==> src/rtl/packet_out_ctrl_if.sv <==
// packet_out_ctrl_if
// Bundles the signals of one output-port packet controller: the head-of-packet
// requests and flits from the input buffers, the one-hot grant/pop returned to
// them, the crossbar select, and the registered valid/ready downstream stage.
//
// Modports:
//   slave  - the controller itself (consumes req/data/last/rdy, drives the rest)
//   master - the surrounding switch logic or a testbench (the opposite view)
//
// Signals:
//   req_i        [PORT_N]         input k has a flit at its head for this output
//   data_i       [PORT_N*FLIT_W]  flit payloads, input k at [k*FLIT_W +: FLIT_W]
//   last_i       [PORT_N]         head flit of input k is a packet tail
//   gnt_o        [PORT_N]         one-hot pop to the winning input
//   mux_in_sel_o [$clog2(PORT_N)] locked input index (crossbar select)
//   busy_o                        a packet is in progress
//   vld_o / data_o / last_o       registered output flit
//   rdy_i                         downstream accepts when vld_o && rdy_i
interface packet_out_ctrl_if #(
  parameter int PORT_N = 5,
  parameter int FLIT_W = 8
);
  localparam int SEL_W = $clog2(PORT_N);

  logic [PORT_N-1:0]        req_i;
  logic [PORT_N*FLIT_W-1:0] data_i;
  logic [PORT_N-1:0]        last_i;
  logic [PORT_N-1:0]        gnt_o;
  logic [SEL_W-1:0]         mux_in_sel_o;
  logic                     busy_o;
  logic                     vld_o;
  logic [FLIT_W-1:0]        data_o;
  logic                     last_o;
  logic                     rdy_i;

  modport slave (
    input  req_i, data_i, last_i, rdy_i,
    output gnt_o, mux_in_sel_o, busy_o, vld_o, data_o, last_o
  );

  modport master (
    output req_i, data_i, last_i, rdy_i,
    input  gnt_o, mux_in_sel_o, busy_o, vld_o, data_o, last_o
  );
endinterface

==> src/rtl/packet_out_ctrl.sv <==
// packet_out_ctrl
// Per-output-port packet controller of the mesh XY switch. Arbitrates between
// the head-of-packet requests of PORT_N input buffers, locks onto the winner for
// the whole wormhole packet (through its tail flit), pops flits from it with a
// one-hot grant, drives the crossbar select and feeds a registered valid/ready
// output stage.
//
// Ports:
//   clk_i   - clock, all state on the rising edge
//   rst_ni  - asynchronous active-low reset
//   bus     - packet_out_ctrl_if.slave (req/data/last in, gnt/sel/busy out,
//             vld/data/last out with rdy in)
//
// Build option:
//   PACKET_OUT_CTRL_RR_EN - when defined, arbitration is round-robin using a
//   registered pointer; otherwise the highest requesting index always wins.
module packet_out_ctrl #(
  parameter int PORT_N = 5,
  parameter int FLIT_W = 8
) (
  input  logic                 clk_i,
  input  logic                 rst_ni,
  packet_out_ctrl_if.slave     bus
);
  localparam int SEL_W = $clog2(PORT_N);

  typedef enum logic [0:0] {
    IDLE   = 1'b0,
    LOCKED = 1'b1
  } state_t;

  state_t              state_reg, state_next;
  logic [SEL_W-1:0]    sel_reg, sel_next;
  logic [SEL_W-1:0]    winner;

  logic                vld_reg;
  logic [FLIT_W-1:0]   data_reg;
  logic                last_reg;

  logic [PORT_N-1:0]   gnt;
  logic                can_load;
  logic                load;
  logic [FLIT_W-1:0]   data_sel;
  logic                last_sel;

  // Payload and tail flag of the locked input, selected with constant indices.
  always_comb begin
    data_sel = '0;
    last_sel = 1'b0;
    for (int gi = 0; gi < PORT_N; gi++) begin
      if (sel_reg == SEL_W'(gi)) begin
        data_sel = bus.data_i[gi*FLIT_W +: FLIT_W];
        last_sel = bus.last_i[gi];
      end
    end
  end

`ifdef PACKET_OUT_CTRL_RR_EN
  logic [SEL_W-1:0] ptr_reg, ptr_next;

  // Search descends from ptr with wrap-around. Offsets are visited from the
  // farthest to the nearest so that the nearest asserted request overwrites
  // every other candidate and wins.
  always_comb begin
    winner = ptr_reg;
    for (int off = PORT_N - 1; off >= 0; off--) begin
      for (int gi = 0; gi < PORT_N; gi++) begin
        if (bus.req_i[gi] && (((int'(ptr_reg) - off + PORT_N) % PORT_N) == gi)) begin
          winner = SEL_W'(gi);
        end
      end
    end
  end

  // After a tail from input k the search restarts just below k.
  always_comb begin
    ptr_next = ptr_reg;
    if (load && last_sel) begin
      ptr_next = (sel_reg == '0) ? SEL_W'(PORT_N - 1) : sel_reg - 1'b1;
    end
  end

  always_ff @(posedge clk_i or negedge rst_ni) begin
    if (!rst_ni) begin
      ptr_reg <= SEL_W'(PORT_N - 1);
    end else begin
      ptr_reg <= ptr_next;
    end
  end
`else
  // Fixed priority: ascending scan, so the highest asserted index wins.
  always_comb begin
    winner = '0;
    for (int gi = 0; gi < PORT_N; gi++) begin
      if (bus.req_i[gi]) begin
        winner = SEL_W'(gi);
      end
    end
  end
`endif

  // State register.
  always_ff @(posedge clk_i or negedge rst_ni) begin
    if (!rst_ni) begin
      state_reg <= IDLE;
      sel_reg   <= '0;
    end else begin
      state_reg <= state_next;
      sel_reg   <= sel_next;
    end
  end

  // Next-state logic. The lock is released only when the tail is actually
  // popped; a starved locked input simply holds the lock.
  always_comb begin
    state_next = state_reg;
    sel_next   = sel_reg;
    case (state_reg)
      IDLE: begin
        if (|bus.req_i) begin
          state_next = LOCKED;
          sel_next   = winner;
        end
      end
      LOCKED: begin
        if (load && last_sel) begin
          state_next = IDLE;
        end
      end
      default: begin
        state_next = IDLE;
      end
    endcase
  end

  // Output logic. The grant depends only on state, sel, req, vld and rdy, so
  // backpressure removes it in the same cycle without touching the payload path.
  always_comb begin
    can_load = !vld_reg || bus.rdy_i;
    for (int gi = 0; gi < PORT_N; gi++) begin
      gnt[gi] = (state_reg == LOCKED) && (sel_reg == SEL_W'(gi)) &&
                bus.req_i[gi] && can_load;
    end
  end

  assign load = |gnt;

  // Registered output stage: load on a grant, drop valid once accepted, hold
  // everything while stalled.
  always_ff @(posedge clk_i or negedge rst_ni) begin
    if (!rst_ni) begin
      vld_reg  <= 1'b0;
      data_reg <= '0;
      last_reg <= 1'b0;
    end else if (load) begin
      vld_reg  <= 1'b1;
      data_reg <= data_sel;
      last_reg <= last_sel;
    end else if (bus.rdy_i) begin
      vld_reg  <= 1'b0;
    end
  end

  assign bus.gnt_o        = gnt;
  assign bus.mux_in_sel_o = sel_reg;
  assign bus.busy_o       = (state_reg == LOCKED);
  assign bus.vld_o        = vld_reg;
  assign bus.data_o       = data_reg;
  assign bus.last_o       = last_reg;
endmodule

==> src/flat_wrapper.sv <==
// flat-port wrapper written by rule: the top's interface ports become plain ports
module packet_out_ctrl_flat 
#(
  parameter int PORT_N = 5,
  parameter int FLIT_W = 8
)
  (clk_i, rst_ni, bus_req_i, bus_data_i, bus_last_i, bus_rdy_i, bus_gnt_o, bus_mux_in_sel_o, bus_busy_o, bus_vld_o, bus_data_o, bus_last_o);
  packet_out_ctrl_if #(.PORT_N(PORT_N), .FLIT_W(FLIT_W)) bus_i ();
  input  logic clk_i;
  input  logic rst_ni;
  input wire logic [$bits(bus_i.req_i)-1:0] bus_req_i;
  input wire logic [$bits(bus_i.data_i)-1:0] bus_data_i;
  input wire logic [$bits(bus_i.last_i)-1:0] bus_last_i;
  input wire logic [$bits(bus_i.rdy_i)-1:0] bus_rdy_i;
  output wire logic [$bits(bus_i.gnt_o)-1:0] bus_gnt_o;
  output wire logic [$bits(bus_i.mux_in_sel_o)-1:0] bus_mux_in_sel_o;
  output wire logic [$bits(bus_i.busy_o)-1:0] bus_busy_o;
  output wire logic [$bits(bus_i.vld_o)-1:0] bus_vld_o;
  output wire logic [$bits(bus_i.data_o)-1:0] bus_data_o;
  output wire logic [$bits(bus_i.last_o)-1:0] bus_last_o;
  assign bus_i.req_i = bus_req_i;
  assign bus_i.data_i = bus_data_i;
  assign bus_i.last_i = bus_last_i;
  assign bus_i.rdy_i = bus_rdy_i;
  assign bus_gnt_o = bus_i.gnt_o;
  assign bus_mux_in_sel_o = bus_i.mux_in_sel_o;
  assign bus_busy_o = bus_i.busy_o;
  assign bus_vld_o = bus_i.vld_o;
  assign bus_data_o = bus_i.data_o;
  assign bus_last_o = bus_i.last_o;
  packet_out_ctrl #(.PORT_N(PORT_N), .FLIT_W(FLIT_W)) u_core (.clk_i(clk_i), .rst_ni(rst_ni), .bus(bus_i));
endmodule
==> config.mk <==
export PLATFORM = sky130hd
export DESIGN_NAME = packet_out_ctrl_flat
export DESIGN_NICKNAME = d
export VERILOG_FILES = /design/src/rtl/packet_out_ctrl_if.sv /design/src/rtl/packet_out_ctrl.sv /design/src/flat_wrapper.sv
export SDC_FILE = /design/constraint.sdc
export NUM_CORES = 1
export LEC_CHECK = 0
export CELL_PAD_IN_SITES_DETAIL_PLACEMENT = 0
export CELL_PAD_IN_SITES_GLOBAL_PLACEMENT = 1
export CORE_AREA = 2 2 53 55
export CTS_BUF_LIST = sky130_fd_sc_hd__clkbuf_4 sky130_fd_sc_hd__clkbuf_8
export CTS_CLUSTER_DIAMETER = 40
export DETAILED_ROUTE_END_ITERATION = 8
export DIE_AREA = 0 0 55 57
export DONT_BUFFER_PORTS = 1
export GPL_TIMING_DRIVEN = 0
export HOLD_SLACK_MARGIN = 0.06
export PLACE_DENSITY_LB_ADDON = 0.1
export SLEW_MARGIN = 20
export SYNTH_ARGS = -nofsm -noshare
export SYNTH_HDL_FRONTEND = slang
export SYNTH_SLANG_ARGS = --single-unit
==> constraint.sdc <==
create_clock -name clk_i -period 2.1 [get_ports clk_i]
set_input_delay 0.315 -clock clk_i [delete_from_list [all_inputs] [get_ports clk_i]]
set_output_delay 0.315 -clock clk_i [all_outputs]
set_load 0.01 [all_outputs]
=== Yosys cells after proc, flatten, opt, wreduce, memory -nomap -nowiden ===
Index checks and enable logic that the tools add are counted.

* Register bits after elaboration: 14
* Input port bits: 53
* Output and inout port bits: 19
* Word-level logic and storage cells: 52

* Equality and inequality tests: 4
* Multiplexer cells: 19
* Bitwise operators: 1
* Reductions and logical operators: 23

{| class="wikitable"
|+ Operator list
! cell !! count
|-
| $mux 8 || 5
|-
| $logic_and 1x1->1 || 16
|-
| $mux 1 || 10
|-
| $reduce_or 5->1 || 2
|-
| $eq 3x2->1 const B || 2
|-
| $mux 2 || 2
|-
| $eq 3x1->1 const B || 1
|-
| $eq 3x3->1 const B || 1
|-
| $logic_not 3->1 || 1
|-
| $mux 3 || 1
|-
| $pmux 1 s2 || 1
|-
| $reduce_and 2->1 || 1
|-
| $reduce_bool 2->1 || 1
|-
| $logic_not 1->1 || 1
|-
| $logic_or 1x1->1 || 1
|-
| $not 1->1 || 1
|}

=== Depth between registers and ports, before layout ===
Gate-level depths: netlist of the first run.

* Word-level depth: 9
* Depth in mapped cells: 6

=== Least setup slack after synthesis of the first run ===
Ideal clock, no wire load.

* Path kind: register to register
* Start: register u_core.sel_reg[1] (netlist: u_core.bus.mux_in_sel_o[1])
* End: register u_core.last_reg (netlist: u_core.bus.last_o)
* Library setup time: 125 ps
* Data arrival time: 1529 ps
* Required time: 1975 ps
* Path slack: 447 ps
* Stages on the path, launching flop included: 6
* Path buffers: 1
* Period minus slack after synthesis: 1653 ps
* Path through: dfrtp_1 > buf_6 > mux2i_1 > or3_4 > a31oi_4 > mux2_2

* Word-level cells in the longest chain between the ends: 6

{| class="wikitable"
|+ RTL lines
! item !! RTL line !! RTL
|-
| start, declared || packet_out_ctrl.sv:33 || <nowiki>logic [SEL_W-1:0] sel_reg, sel_next;</nowiki>
|-
| start signal, assigned || packet_out_ctrl.sv:109 || <nowiki>sel_reg <= sel_next;</nowiki>
|-
| $logic_not 3->1 || packet_out_ctrl.sv:51, packet_out_ctrl.sv:141 ||
|-
| $mux 1 (5 in a row) || packet_out_ctrl.sv:51 || <nowiki>if (sel_reg == SEL_W'(gi)) begin</nowiki>
|-
| end signal, assigned || packet_out_ctrl.sv:158 || <nowiki>last_reg <= last_sel;</nowiki>
|-
| end, declared || packet_out_ctrl.sv:38 || <nowiki>logic last_reg;</nowiki>
|}

Several ways; a longest one is shown, not always the timed one.
A chain may end at the register's enable or synchronous reset.

=== Final worst setup path of the first run ===
* Start: register u_core.vld_reg (netlist: u_core.bus.vld_o)
* End: output port bus_gnt_o[2]

* Word-level cells in the longest chain between the ends: 3

{| class="wikitable"
|+ RTL lines
! item !! RTL line !! RTL
|-
| start, declared || packet_out_ctrl.sv:36 || <nowiki>logic vld_reg;</nowiki>
|-
| start signal, assigned || packet_out_ctrl.sv:152 || <nowiki>vld_reg <= 1'b0;</nowiki>
|-
| start signal, assigned || packet_out_ctrl.sv:156 || <nowiki>vld_reg <= 1'b1;</nowiki>
|-
| start signal, assigned || packet_out_ctrl.sv:160 || <nowiki>vld_reg <= 1'b0;</nowiki>
|-
| $logic_not 1->1 || packet_out_ctrl.sv:139 || <nowiki>can_load = !vld_reg || bus.rdy_i;</nowiki>
|-
| $logic_or 1x1->1 || packet_out_ctrl.sv:139 ||
|-
| $logic_and 1x1->1 || packet_out_ctrl.sv:142 || <nowiki>bus.req_i[gi] && can_load;</nowiki>
|-
| end, declared || flat_wrapper.sv:15 || <nowiki>output wire logic [$bits(bus_i.gnt_o)-1:0] bus_gnt_o;</nowiki>
|}

Every way passes these cells.

==> results of run 1 <==
-- placed cells by master, fill, tap and decap left out --
master         count
nor2_1             3
or3_4              1
a31oi_4            1
o21bai_1           1
buf_6              2
mux2_2             2
o2bb2ai_1          9
buf_2              3
nor4_2             1
o31ai_1            2
o21a_1             1
dlygate4sd3_1      1
nor3_1             1
clkbuf_1           2
and4_1             1
clkbuf_2           4
a21oi_1            2
a21o_1             2
mux2i_1           27
dfrtp_1           14
o21ai_1            1
nor2b_1            2
o21ai_0           17
and4b_1            1
nand3b_1           2
nor4_4             1
nand2_1            4
clkbuf_4           3
clkbuf_8           1
inv_1             10
and3_1             1
nand4b_1           1
-- critical path, cell delays in order, from the launching register on --
cell     delay (ns)
dfrtp_1        0.41
inv_1          0.07
o21ai_1        0.49
nor2_1         0.13
and4b_1        0.28
-- registers in the layout, indices dropped and copies added, names as in the netlist --
signal / flops
u_core.bus.busy_o: 1
u_core.bus.data_o: 8
u_core.bus.last_o: 1
u_core.bus.mux_in_sel_o: 3
u_core.bus.vld_o: 1
-- routing by layer --
| layer | vias up | share of wire (%) | wire (µm) | GRT usage (%) |
|---|---|---|---|---|
| met2 | 40 | 44 | 1220 | 26.2 |
| met3 | 2 | 11 | 313 | 3.40 |
| met5 | - | 0 | 0 | 0 |
| met1 | 436 | 43 | 1180 | 25.6 |
| li1 | 441 | - | - | - |
| met4 | 0 | 0.81 | 22 | 6.27 |
-- worst paths after layout --
check,start,endpoint,slack (ns),depth (start not counted)
setup / recovery,u_core.bus.vld_o,bus_gnt_o[2],0.13,4
hold / removal,bus_req_i[4],u_core.bus.mux_in_sel_o[1],0.13,1
setup reg to reg,u_core.bus.mux_in_sel_o[2],u_core.bus.data_o[5],0.35,5
hold reg to reg,u_core.bus.data_o[0],u_core.bus.data_o[0],0.57,2
max in group asynchronous,rst_ni,u_core.bus.data_o[0],1.20,1
min in group asynchronous,rst_ni,u_core.bus.mux_in_sel_o[1],0.50,1
-- kinds of logic after synthesis --
group                  synth area share (%)
AO/OA/AOI/OAI                          22.2
multiplexers                           26.6
buffers and inverters                  8.85
AND/OR/NAND/NOR                        10.6
flip-flops                             31.8
-- Yosys cell counts, drive strengths merged --
library cell	instances	area (µm²)
mux2i	27	270
o21ai	18	90.1
dfrtp	14	350
inv	10	37.5
o2bb2ai	9	78.8
clkbuf	6	22.5
buf	5	37.5
nand2	4	15.0
nor2	3	11.3
a21o	2	15.0
a21oi	2	10.0
mux2	2	22.5
nand3b	2	15.0
nor2b	2	12.5
nor4	2	12.5
o31ai	2	15.0
a31oi	1	21.3
and3	1	6.26
and4	1	8.76
and4b	1	10.0
nand4b	1	8.76
nor3	1	5.00
o21a	1	7.51
o21bai	1	7.51
or3	1	11.3
-- power by group --
part / switching, W / total [W] / internal (W)
clock: 0.0000818 / 0.000187 / 0.000105
sequential: 0.000161 / 0.000569 / 0.000408
combinational: 0.000607 / 0.00109 / 0.000479
-- stage by stage --
step           std cells  setup WS [ns]  hold slack [ns]  area [µm²]
2_1_floorplan        119          0.447           0.0194        1100
5_1_grt              155         0.0348            0.119        1210
3_5_place_dp         150          0.159           0.0198        1140
6_report             155          0.131            0.127        1210
4_1_cts              155        0.00745            0.117        1200
3_3_place_gp         150          0.173           0.0198        1140
-- final cells by class --
type | instances | area share [%]
Clock buffer | 4 | 2.99
Buffer | 11 | 5.36
Sequential cell | 14 | 28.9
Timing Repair Buffer | 1 | 0.825
Tap cell | 31 | 3.20
Multi-Input combinational cell | 84 | 55.7
Inverter | 10 | 3.09
-- timing repair --
item | CTS | global route
endpoints found under the hold margin | 14 | 0
gates resized for setup | 5 | 5
setup endpoints to repair | 2 | 5
hold buffers | 1 | 0
==> impl_metrics.toml, run 1 <==
[drt]
wl_um = 2730
drc = 0
routed_via_density = 5.93
ant_nets = 0
avgRoutedWirePerCell_um = 17.6
vias = 919
first_pass_iters = 4
drt_iter0_drc = 32

[timing]
max_freq_mhz = 508
hold_viol_final = 0
min_period_over_period_pct = 93.7
min_period_ns = 1.97
tns_ns = 0
tightest_slew_ns = 0.630
slew_viol_final = 0
rsz0062_at_grt = "no"
maxSlewHeadroom_pct = 57.9
setup_violations = 0
fin_worst_skew_ns = 0.00485

[floorplanning]
die_y_um = 57
dieArea_um2 = 3140
row_count = 19
ios = 72
start_util_pct = 42.2
die_w_um = 55
core_um2 = 2620

[power_and_ir_drop]
ir_worst_vdd_mv = 1.03
leakage_nw = 0.502
design_power_total_w = 0.00184
p_per_area_nw_per_um2 = 1520

[synth]
synthDistinctLibCells = 26
yosysWarnings = 0
ys_seq_area_share_pct = 31.8
syn_area_um2 = 1100
synthesis.nets = 172
avgSynthCellArea_um2 = 9.26
synth_seq_cells = 14
synth_cells = 119

[finish]
fin_nets = 178
drive_above_1_share_pct = 15.3
multi_input_area_um2 = 676
fillers = 266
utilization_pct = 46.4
area_delta_synth_final_pct = 10.1
regArea_um2 = 350
antenna_cells = 0

[cts]
clk_pin_slew_ns = 0.08
cts_sinks = 14
htreeDepth = 1
cts_tree = "built"
insertion_delay_ns = 0.27
cts_made_buffers = 3
cts_setup_buffers = 0
cts.path.max_buffers = 2
cts_root_buffer = "clkbuf_4"

[placement]
place_congestion = 0.824
io_buffers = 0
place_hpwl_um = 2190

[status]
status = "completed"

[global_routing]
grt_pass1_wl_um = 4080
track_usage_pct = 17.7
grt_max_degree = 15
grt-ovfl-total = 0
grt_pass1_vias = 851
antenna_found_initial = 0

[worst_setup_path]
critical_path_class = "flop to primary output"
crit_fanout = 4
end_kind = "primary output"
cp-start-kind = "flop"
worstPathArrival_ns = 1.65
required_ns = 1.78

[worst_hold_path]
hp-class = "input port to flop"

[flow_run]
cap_violations = 0
No activity file was read; power rests on OpenSTA's default activity.
==> inputs of run 2 (changes only) <==
Settings changed: CORE_AREA 2 2 53 55 to 2 2 54 56, CTS_BUF_LIST sky130_fd_sc_hd__clkbuf_4 sky130_fd_sc_hd__clkbuf_8 to default, DIE_AREA 0 0 55 57 to 0 0 56 58, PLACE_DENSITY from default to 0.82, PLACE_DENSITY_LB_ADDON 0.1 to default.
==> run 2 against run 1 <==
Non-clock buffer count unchanged. Die area increased by 3.6%. Sequential power about the same. Power decreased by 3.0%. Combinational power about the same. Flip-flop and latch count unchanged. Highest routed layer unchanged.
==> impl_metrics.toml, run 2 (synthesized netlist as in run 1, its figures left out) <==
[finish]
most-common-layout-cells = "mux2i_1 (27), o21ai_0 (17), dfrtp_1 (14)"
largest_register_ff_count = 8
drive_above_1_share_pct = 14.6
final_common_cell = "mux2i_1"
area_delta_synth_final_pct = 8.06
fin_nets = 178
antenna_cells = 0
stdcell_count = 154

[timing]
hold_viol_final = 0
setup_violations = 0
postLayoutSetupSlackWorst_ns = 0.137
max_freq_mhz = 509
slew_viol_final = 0
tightest_slew_ns = 0.631
tns_ns = 0
min_period_over_period_pct = 93.5
min_period_ns = 1.96
maxSlewHeadroom_pct = 57.8
fin_worst_skew_ns = 0.00563

[placement]
place_congestion = 0.858
place_ws_ns = 0.225
place_hpwl_um = 2250
io_buffers = 0
place_inst = 150

[drt]
met3_length_um = 306
vias = 904
routed_via_density = 5.87
drt_iter0_drc = 23
drc = 0
dr.max_layer_used = "met4"
first_pass_iters = 4
avgRoutedWirePerCell_um = 18.0
wl_met2_um = 1330
wl_met1_um = 1110
ant_nets = 0
wl_um = 2780

[status]
status = "completed"

[worst_setup_path]
max_stage_delay_ns = 0.40
critical_path_buf_inv_count = 2
critical_path_class = "flop to primary output"
end_kind = "primary output"
required_ns = 1.78
crit_fanout = 10
cp-start-kind = "flop"
crit_chain = "clkbuf_1, clkbuf_2, nor2_1, and4b_1"
worstPathArrival_ns = 1.65
critical_path.top_delay_family = "buffers and inverters"
crit_slowest_cell = "dfrtp_1"

[global_routing]
grt-ovfl-total = 0
antenna_found_initial = 0
track_usage_pct = 17.4
grt_pass1_wl_um = 4420
grt_pass1_vias = 944
grt_max_degree = 15

[worst_hold_path]
hp-class = "input port to flop"

[cts]
htreeDepth = 1
insertion_delay_ns = 0.27
cts.path.max_buffers = 2
cts_made_buffers = 3
clk_pin_slew_ns = 0.08
cts_root_buffer = "clkbuf_4"
cts_tree = "built"
cts_sinks = 14

[power_and_ir_drop]
leakage_nw = 0.494
ir_worst_vdd_mv = 0.936
p_per_area_nw_per_um2 = 1500

[floorplanning]
core_um2 = 2660
dieArea_um2 = 3250
die_w_um = 56
row_count = 19
die_y_um = 58
start_util_pct = 41.4
ios = 72

[flow_run]
cap_violations = 0
[run 2: changes by cell type in the layout (fill, tap and decap cells not counted), sizes merged]
| cell | before | now |
|---|---|---|
| clkbuf | 10 | 9 |
[run 2: repair_timing]
item	4_1_cts	5_1_grt
hold buffers	1	0
cloned	0	0
gates resized for setup	1	10
buffers inserted	0	0
endpoints found under the setup margin	3	5
pin swaps	0	0
hold endpoints to repair	14	0
[run 2: final timing paths]
check	startpoint	end	slack, ns	cells past startpoint
worst max-delay path	u_core.bus.mux_in_sel_o[2]	bus_gnt_o[2]	0.14	4
worst min-delay path	bus_rdy_i	u_core.bus.vld_o	0.13	1
worst max register to register	u_core.bus.mux_in_sel_o[1]	u_core.bus.data_o[1]	0.30	6
worst min register to register	u_core.bus.data_o[5]	u_core.bus.data_o[5]	0.57	2
max in group asynchronous	rst_ni	u_core.bus.data_o[1]	1.19	1
min in group asynchronous	rst_ni	u_core.bus.last_o	0.50	1
[run 2: area by class of cell]
| class | instances | area (µm²) |
|---|---|---|
| Buffer | 11 | 65.1 |
| Clock buffer | 3 | 22.5 |
| Fill cell | 253 | 1470 |
| Inverter | 10 | 37.5 |
| Multi-Input combinational cell | 84 | 667 |
| Sequential cell | 14 | 350 |
| Tap cell | 31 | 38.8 |
| Timing Repair Buffer | 1 | 10.0 |
[run 2: per-layer routing]
metal | global-route usage [%] | vias to the layer above
li1 | - | 441
met1 | 22.1 | 418
met2 | 28.2 | 41
met3 | 4.91 | 4
met4 | 6.80 | 0
met5 | 0 | -
[run 2: where the power goes]
group	internal [W]	total, W	switching (W)
sequential	0.000409	0.000569	0.000160
clock	0.0000662	0.000139	0.0000724
combinational	0.000475	0.00108	0.000605
[run 2: stage by stage]
stage | area (µm²) | hold WS, ns | power (W) | util [%]
after floorplan | 1100 | 0.0194 | 0.00140 | -
after global placement | 1140 | 0.0199 | 0.00160 | 42.9
after detailed placement | 1140 | 0.0198 | 0.00163 | 42.9
after CTS | 1170 | 0.124 | 0.00179 | 44.1
after global routing | 1190 | 0.116 | 0.00196 | 44.7
final | 1190 | 0.131 | 0.00179 | 44.7
